`src/rtl/mult_pkg.sv`:
```
// Shared defaults and FSM state encoding for the round-robin multiplier scheduler.
package mult_pkg;
    localparam int DEF_N    = 8;
    localparam int DEF_NREQ = 4;

    typedef enum logic [1:0] {
        IDLE = 2'b00,
        RUN  = 2'b01,
        DONE = 2'b10
    } state_t;
endpackage

```
`src/rtl/shift_add_core.sv`:
```
// Sequential add-shift multiplier: loads operands on start, iterates N cycles,
// and flags the final iteration with done while product shows the finished sum.
module shift_add_core
    import mult_pkg::*;
#(
    parameter int N = DEF_N
) (
    input  logic           clk,
    input  logic           reset,
    input  logic           start,
    input  logic [N-1:0]   a,
    input  logic [N-1:0]   b,
    output logic           done,
    output logic [2*N-1:0] product
);
    localparam int CW = (N > 1) ? $clog2(N) : 1;

    logic [2*N-1:0] acc;
    logic [2*N-1:0] mcand;
    logic [N-1:0]   mplier;
    logic [CW-1:0]  cnt;
    logic           running;
    logic [2*N-1:0] addend;

    // product is the accumulator value after the current iteration, so it is
    // already complete during the cycle done is high.
    // NOTE: every signal written here gets a value on every path, otherwise a latch is inferred.
    always_comb begin
        addend  = mplier[0] ? mcand : '0;
        product = acc + addend;
        done    = running && (cnt == CW'(N - 1));
    end

    // NOTE: registers use non-blocking assignments so all of them update from pre-edge values.
    always_ff @(posedge clk or posedge reset) begin
        if (reset) begin
            acc     <= '0;
            mcand   <= '0;
            mplier  <= '0;
            cnt     <= '0;
            running <= 1'b0;
        end else if (start) begin
            acc     <= '0;
            mcand   <= {{N{1'b0}}, a};
            mplier  <= b;
            cnt     <= '0;
            running <= 1'b1;
        end else if (running) begin
            acc    <= product;
            mcand  <= mcand << 1;
            mplier <= mplier >> 1;
            if (done) begin
                cnt     <= '0;
                running <= 1'b0;
            end else begin
                cnt <= cnt + CW'(1);
            end
        end
    end
endmodule

```
`src/rtl/mult_scheduler.sv`:
```
// Round-robin arbiter and control FSM sharing one add-shift multiplier among
// NREQ requesters; one product per N+2 cycles, tagged with the owner's index.
module mult_scheduler
    import mult_pkg::*;
#(
    parameter int  N    = DEF_N,
    parameter int  NREQ = DEF_NREQ,
    localparam int IDW  = (NREQ > 1) ? $clog2(NREQ) : 1
) (
    input  logic              clk,
    input  logic              reset,
    input  logic [NREQ-1:0]   req,
    input  logic [NREQ*N-1:0] a_in,
    input  logic [NREQ*N-1:0] b_in,
    output logic [NREQ-1:0]   gnt,
    output logic              busy,
    output logic [2*N-1:0]    out,
    output logic              out_valid,
    output logic [IDW-1:0]    out_id
);
    state_t         state;
    logic [IDW-1:0] last_winner;
    logic [IDW-1:0] winner;
    logic [IDW-1:0] cur_id;
    logic           found;
    logic           grant;
    logic [N-1:0]   a_sel;
    logic [N-1:0]   b_sel;
    logic           core_done;
    logic [2*N-1:0] core_product;

    // Search starts one past the previous winner so every requester gets a turn.
    always_comb begin
        found  = 1'b0;
        winner = last_winner;
        for (int k = 1; k <= NREQ; k++) begin
            if (!found && req[(int'(last_winner) + k) % NREQ]) begin
                found  = 1'b1;
                winner = IDW'((int'(last_winner) + k) % NREQ);
            end
        end
    end

    assign grant = (state == IDLE) && found;
    assign a_sel = a_in[winner*N +: N];
    assign b_sel = b_in[winner*N +: N];
    assign busy  = (state != IDLE);

    // The grant must coincide with the IDLE decision cycle, so it is decoded
    // rather than registered; reset masks it immediately.
    always_comb begin
        gnt = '0;
        if (grant && !reset)
            gnt[winner] = 1'b1;
    end

    always_ff @(posedge clk or posedge reset) begin
        if (reset) begin
            state       <= IDLE;
            last_winner <= IDW'(NREQ - 1);
            cur_id      <= '0;
            out         <= '0;
            out_valid   <= 1'b0;
            out_id      <= '0;
        end else begin
            out_valid <= 1'b0;
            case (state)
                IDLE: if (grant) begin
                    last_winner <= winner;
                    cur_id      <= winner;
                    state       <= RUN;
                end
                RUN: if (core_done) begin
                    out       <= core_product;
                    out_id    <= cur_id;
                    out_valid <= 1'b1;
                    state     <= DONE;
                end
                DONE:    state <= IDLE;
                default: state <= IDLE;
            endcase
        end
    end

    // Operands are captured into the core's shift registers on the grant edge.
    shift_add_core #(.N(N)) u_core (
        .clk     (clk),
        .reset   (reset),
        .start   (grant),
        .a       (a_sel),
        .b       (b_sel),
        .done    (core_done),
        .product (core_product)
    );
endmodule

```
`config.mk`:
```
export PLATFORM = sky130hd
export DESIGN_NAME = mult_scheduler
export DESIGN_NICKNAME = d
export VERILOG_FILES = /design/src/rtl/mult_pkg.sv /design/src/rtl/shift_add_core.sv /design/src/rtl/mult_scheduler.sv
export SDC_FILE = /design/constraint.sdc
export NUM_CORES = 1
export LEC_CHECK = 0
export BUFFER_PORTS_ARGS = -buffer_cell sky130_fd_sc_hd__buf_4
export CAP_MARGIN = 20
export CORE_ASPECT_RATIO = 0.7
export CORE_UTILIZATION = 40
export CTS_CLUSTER_SIZE = 40
export DETAILED_ROUTE_END_ITERATION = 6
export PLACE_DENSITY = 0.74
export SLEW_MARGIN = 20
export SYNTH_ARGS = -nofsm -noshare
export SYNTH_HDL_FRONTEND = slang
export SYNTH_SLANG_ARGS = --single-unit
```
`constraint.sdc`:
```
create_clock -name clk -period 3.5 [get_ports clk]
set_input_delay 0.7 -clock clk [delete_from_list [all_inputs] [get_ports clk]]
set_output_delay 0.7 -clock clk [all_outputs]
set_load 0.02 [all_outputs]
```
==> results.toml <==
[yosys]
synth_nets = 498
seq_area_frac_synth_pct = 42.4
ys_ff_latch = 69
syn_area_um2 = 4070
yosysTopAreaCellShare_pct = 41.2
synthFlopType = "dfrtp_1"
ys_async_sr_fraction_pct = 100
synth_area_leaders = "dfrtp_1 41%, mux4_2 8.8%, mux2i_1 8.1%"
synth_area_leader_cell = "dfrtp_1"
synth_edf_count = 0
syn_inst = 410
synth.avg_cell_area_um2 = 9.94
ys_types = 48
yosys_warnings = 0

[critical_path]
cp_cell_sequence = "and2_1, ha_1, fa_1, a21oi_1, o22ai_1, a311o_2, a221o_1, and3_4, nor3_1"
rr_startpoint = "u_core.mplier[0]"
reg2reg_to = "u_core.acc[14]"
r2r_cells = 9
crit_path_max_fanout = 17
crit_start = "u_core.mplier[0]"
rrSetupSlack_ps = 420
cp-start-kind = "register"
arrival_ps = 3330
cp_top_family = "compound AO/OA/AOI/OAI gates"
crit_path_max_incr_delay_ps = 550
cp-end-kind = "register"
worst_path_max_delay_cell = "dfrtp_1"
crit_buf_inv = 0
critical_path_class = "reg2reg"
critical_path_required_ps = 3750

[flow_run]
drv_cap = 0

[routing]
first_pass_iters = 4
routed.top_layer = "met4"
wl_met3_um = 606
met1_length_um = 4180
drcViolationCount = 0
first_iter_violations = 193
wl_per_cell_um = 14.6
drtAntennaViolNets = 0
routed_wl_um = 9200
routed-wl-met2_um = 4330
via_count = 3307
vias_per_cell = 5.23

[timing]
finalCritPeriodShare_pct = 87.9
max_freq_mhz = 325
worstMarginPinSlew_ps = 874
setup_viol = 0
min_period_ps = 3080
drv_slew = 0
fin_tns_setup_ps = 0
finClkSkew_ps = 4.22
max_slew_margin_pct = 41.7
hold_violations = 0
rsz0062_at_grt = "no"

[global_route]
antenna_found_initial = 0
grt_pass1_wl_um = 15000
grt_pass1_vias = 3228
grt_util_all_layers_pct = 18.2
grt-ovfl-total = 0
grt_max_degree = 70

[clock_tree]
cts.repair.resized = 0
cts_tree = "done"
postCtsSetupBuffers = 0
clkSinkCount = 69
cts.path.max_buffers = 2
cts_made_buffers = 9
insertion_delay_ps = 330
cts_hold_buffers = 0
root_buffer = "clkbuf_16"
cts.clk_slew.worst_paths_ps = 60
htreeDepth = 3

[power_and_ir_drop]
vdd_drop_max_mv = 0.380
p_leak_uw = 0.00259
power.density_nw_per_um2 = 829

[finish]
antennaDiodeCount = 0
drive_above_1_share_pct = 28.4
area_delta_synth_final_pct = 29.1
utilization_pct = 53.7
nNetsFinal = 587
fin_area_um2 = 5260

[min_path]
holdPathStages = 1
hold_path_class = "reg2reg"
hold_start = "state[1]"
worstHoldEndpoint = "state[0]"

[floorplanning]
die_h_um = 86.4
rows = 30
initial_core_util_pct = 41.6
fp.dieW_um = 123
coreArea_um2 = 9800
die_area_um2 = 10600
io_pins = 94

[run_status]
outcome = "complete, no violations"

[placement]
gp_congestion = 0.910
dpl_cell_area_um2 = 4920
dp_hpwl_um = 6690
portBuffers = 93
==> registers in the layout, indices dropped and copies added, names as in the netlist <==
name            cells
cur_id              2
last_winner         2
out                16
out_id              2
out_valid           1
state               2
u_core.acc         16
u_core.cnt          3
u_core.mcand       16
u_core.mplier       8
u_core.running      1
==> metrics by stage <==
stage	std cells	setup slack (ps)	total power, uW	hold WS, ps
after floorplan	410	130	2790	409
after global placement	616	562	3270	438
after detailed placement	616	426	3350	439
after CTS	632	433	4410	455
after global routing	632	215	4680	480
final	632	422	4360	453
==> final cells by class <==
cell class,instances,area (um2)
Tap cell,128,160
Multi-Input combinational cell,311,2250
Inverter,8,30.0
Clock buffer,12,246
Clock inverter,4,95.1
Sequential cell,69,1730
Timing Repair Buffer,100,751
Fill cell,835,4540
==> layout by cell type, fill, tap and decap left out, types with 2 or more instances in the layout <==
master and instances:
dfstp_2 2, o21a_1 2, nand3_1 2, nor2_1 35, and2_1 15, mux2i_1 33, a21oi_1 15, bufinv_16 3
inv_1 7, xnor2_1 8, buf_4 100, nor4b_1 2, o21ai_0 34, a211oi_1 4, nor3_1 3, nand2b_1 5
nor4_1 2, dfrtp_1 66, a21o_1 4, nor3b_1 2, ha_1 17, mux4_2 16, clkbuf_1 2, nand3b_1 7
clkbuf_16 9, nand2_1 74, and3_4 2, xor2_1 5, o22ai_1 2
==> kinds of logic (layout without fill, tap and decap cells) <==
kind of cell | after synthesis | count (layout) | synth area share [%]
AOI/OAI and AO/OA | 75 | 75 | 11.1
xor gates and xnor gates | 13 | 13 | 2.79
adders and majority gates | 18 | 18 | 5.71
buffers and inverters | 30 | 124 | 2.95
DFF | 69 | 69 | 42.4
muxes | 50 | 50 | 17.2
and+or+nand+nor | 155 | 155 | 17.8
==> worst max path at each step <==
stage	endpoint	slack, ps	cells after the start
2_1_floorplan	gnt[2]	130	2
3_3_place_gp	u_core.acc[14]	560	9
3_5_place_dp	u_core.acc[14]	430	9
4_1_cts	u_core.acc[14]	430	9
5_1_grt	u_core.acc[14]	220	9
6_report	u_core.acc[14]	420	9
==> metal layers <==
metal | vias to the layer above | GRT usage, %
met5 | - | 0
met4 | 0 | 4.99
met1 | 1572 | 24.4
met3 | 10 | 5.59
met2 | 98 | 28.6
li1 | 1627 | -
==> cells in the mapped netlist, types with 2 or more instances <==
| cell type | number |
|---|---|
| a211oi_1 | 4 |
| a21o_1 | 4 |
| a21oi_1 | 16 |
| and2_1 | 15 |
| and3_4 | 2 |
| buf_1 | 3 |
| buf_4 | 2 |
| clkbuf_1 | 17 |
| dfrtp_1 | 67 |
| dfstp_2 | 2 |
| ha_1 | 17 |
| inv_1 | 8 |
| mux2i_1 | 33 |
| mux4_2 | 16 |
| nand2_1 | 74 |
| nand2b_1 | 5 |
| nand3_1 | 2 |
| nand3b_1 | 7 |
| nor2_1 | 35 |
| nor3_1 | 3 |
| nor3b_1 | 2 |
| nor4_1 | 2 |
| nor4b_1 | 2 |
| o21a_1 | 2 |
| o21ai_0 | 35 |
| o22ai_1 | 2 |
| xnor2_1 | 8 |
| xor2_1 | 5 |
==> where the power goes <==
group	switching, uW	internal, uW	total, uW
registers	220	1140	1360
clock network	331	714	1050
logic	1060	902	1960
total	1610	2750	4360
(Power assumes the default switching activity.)
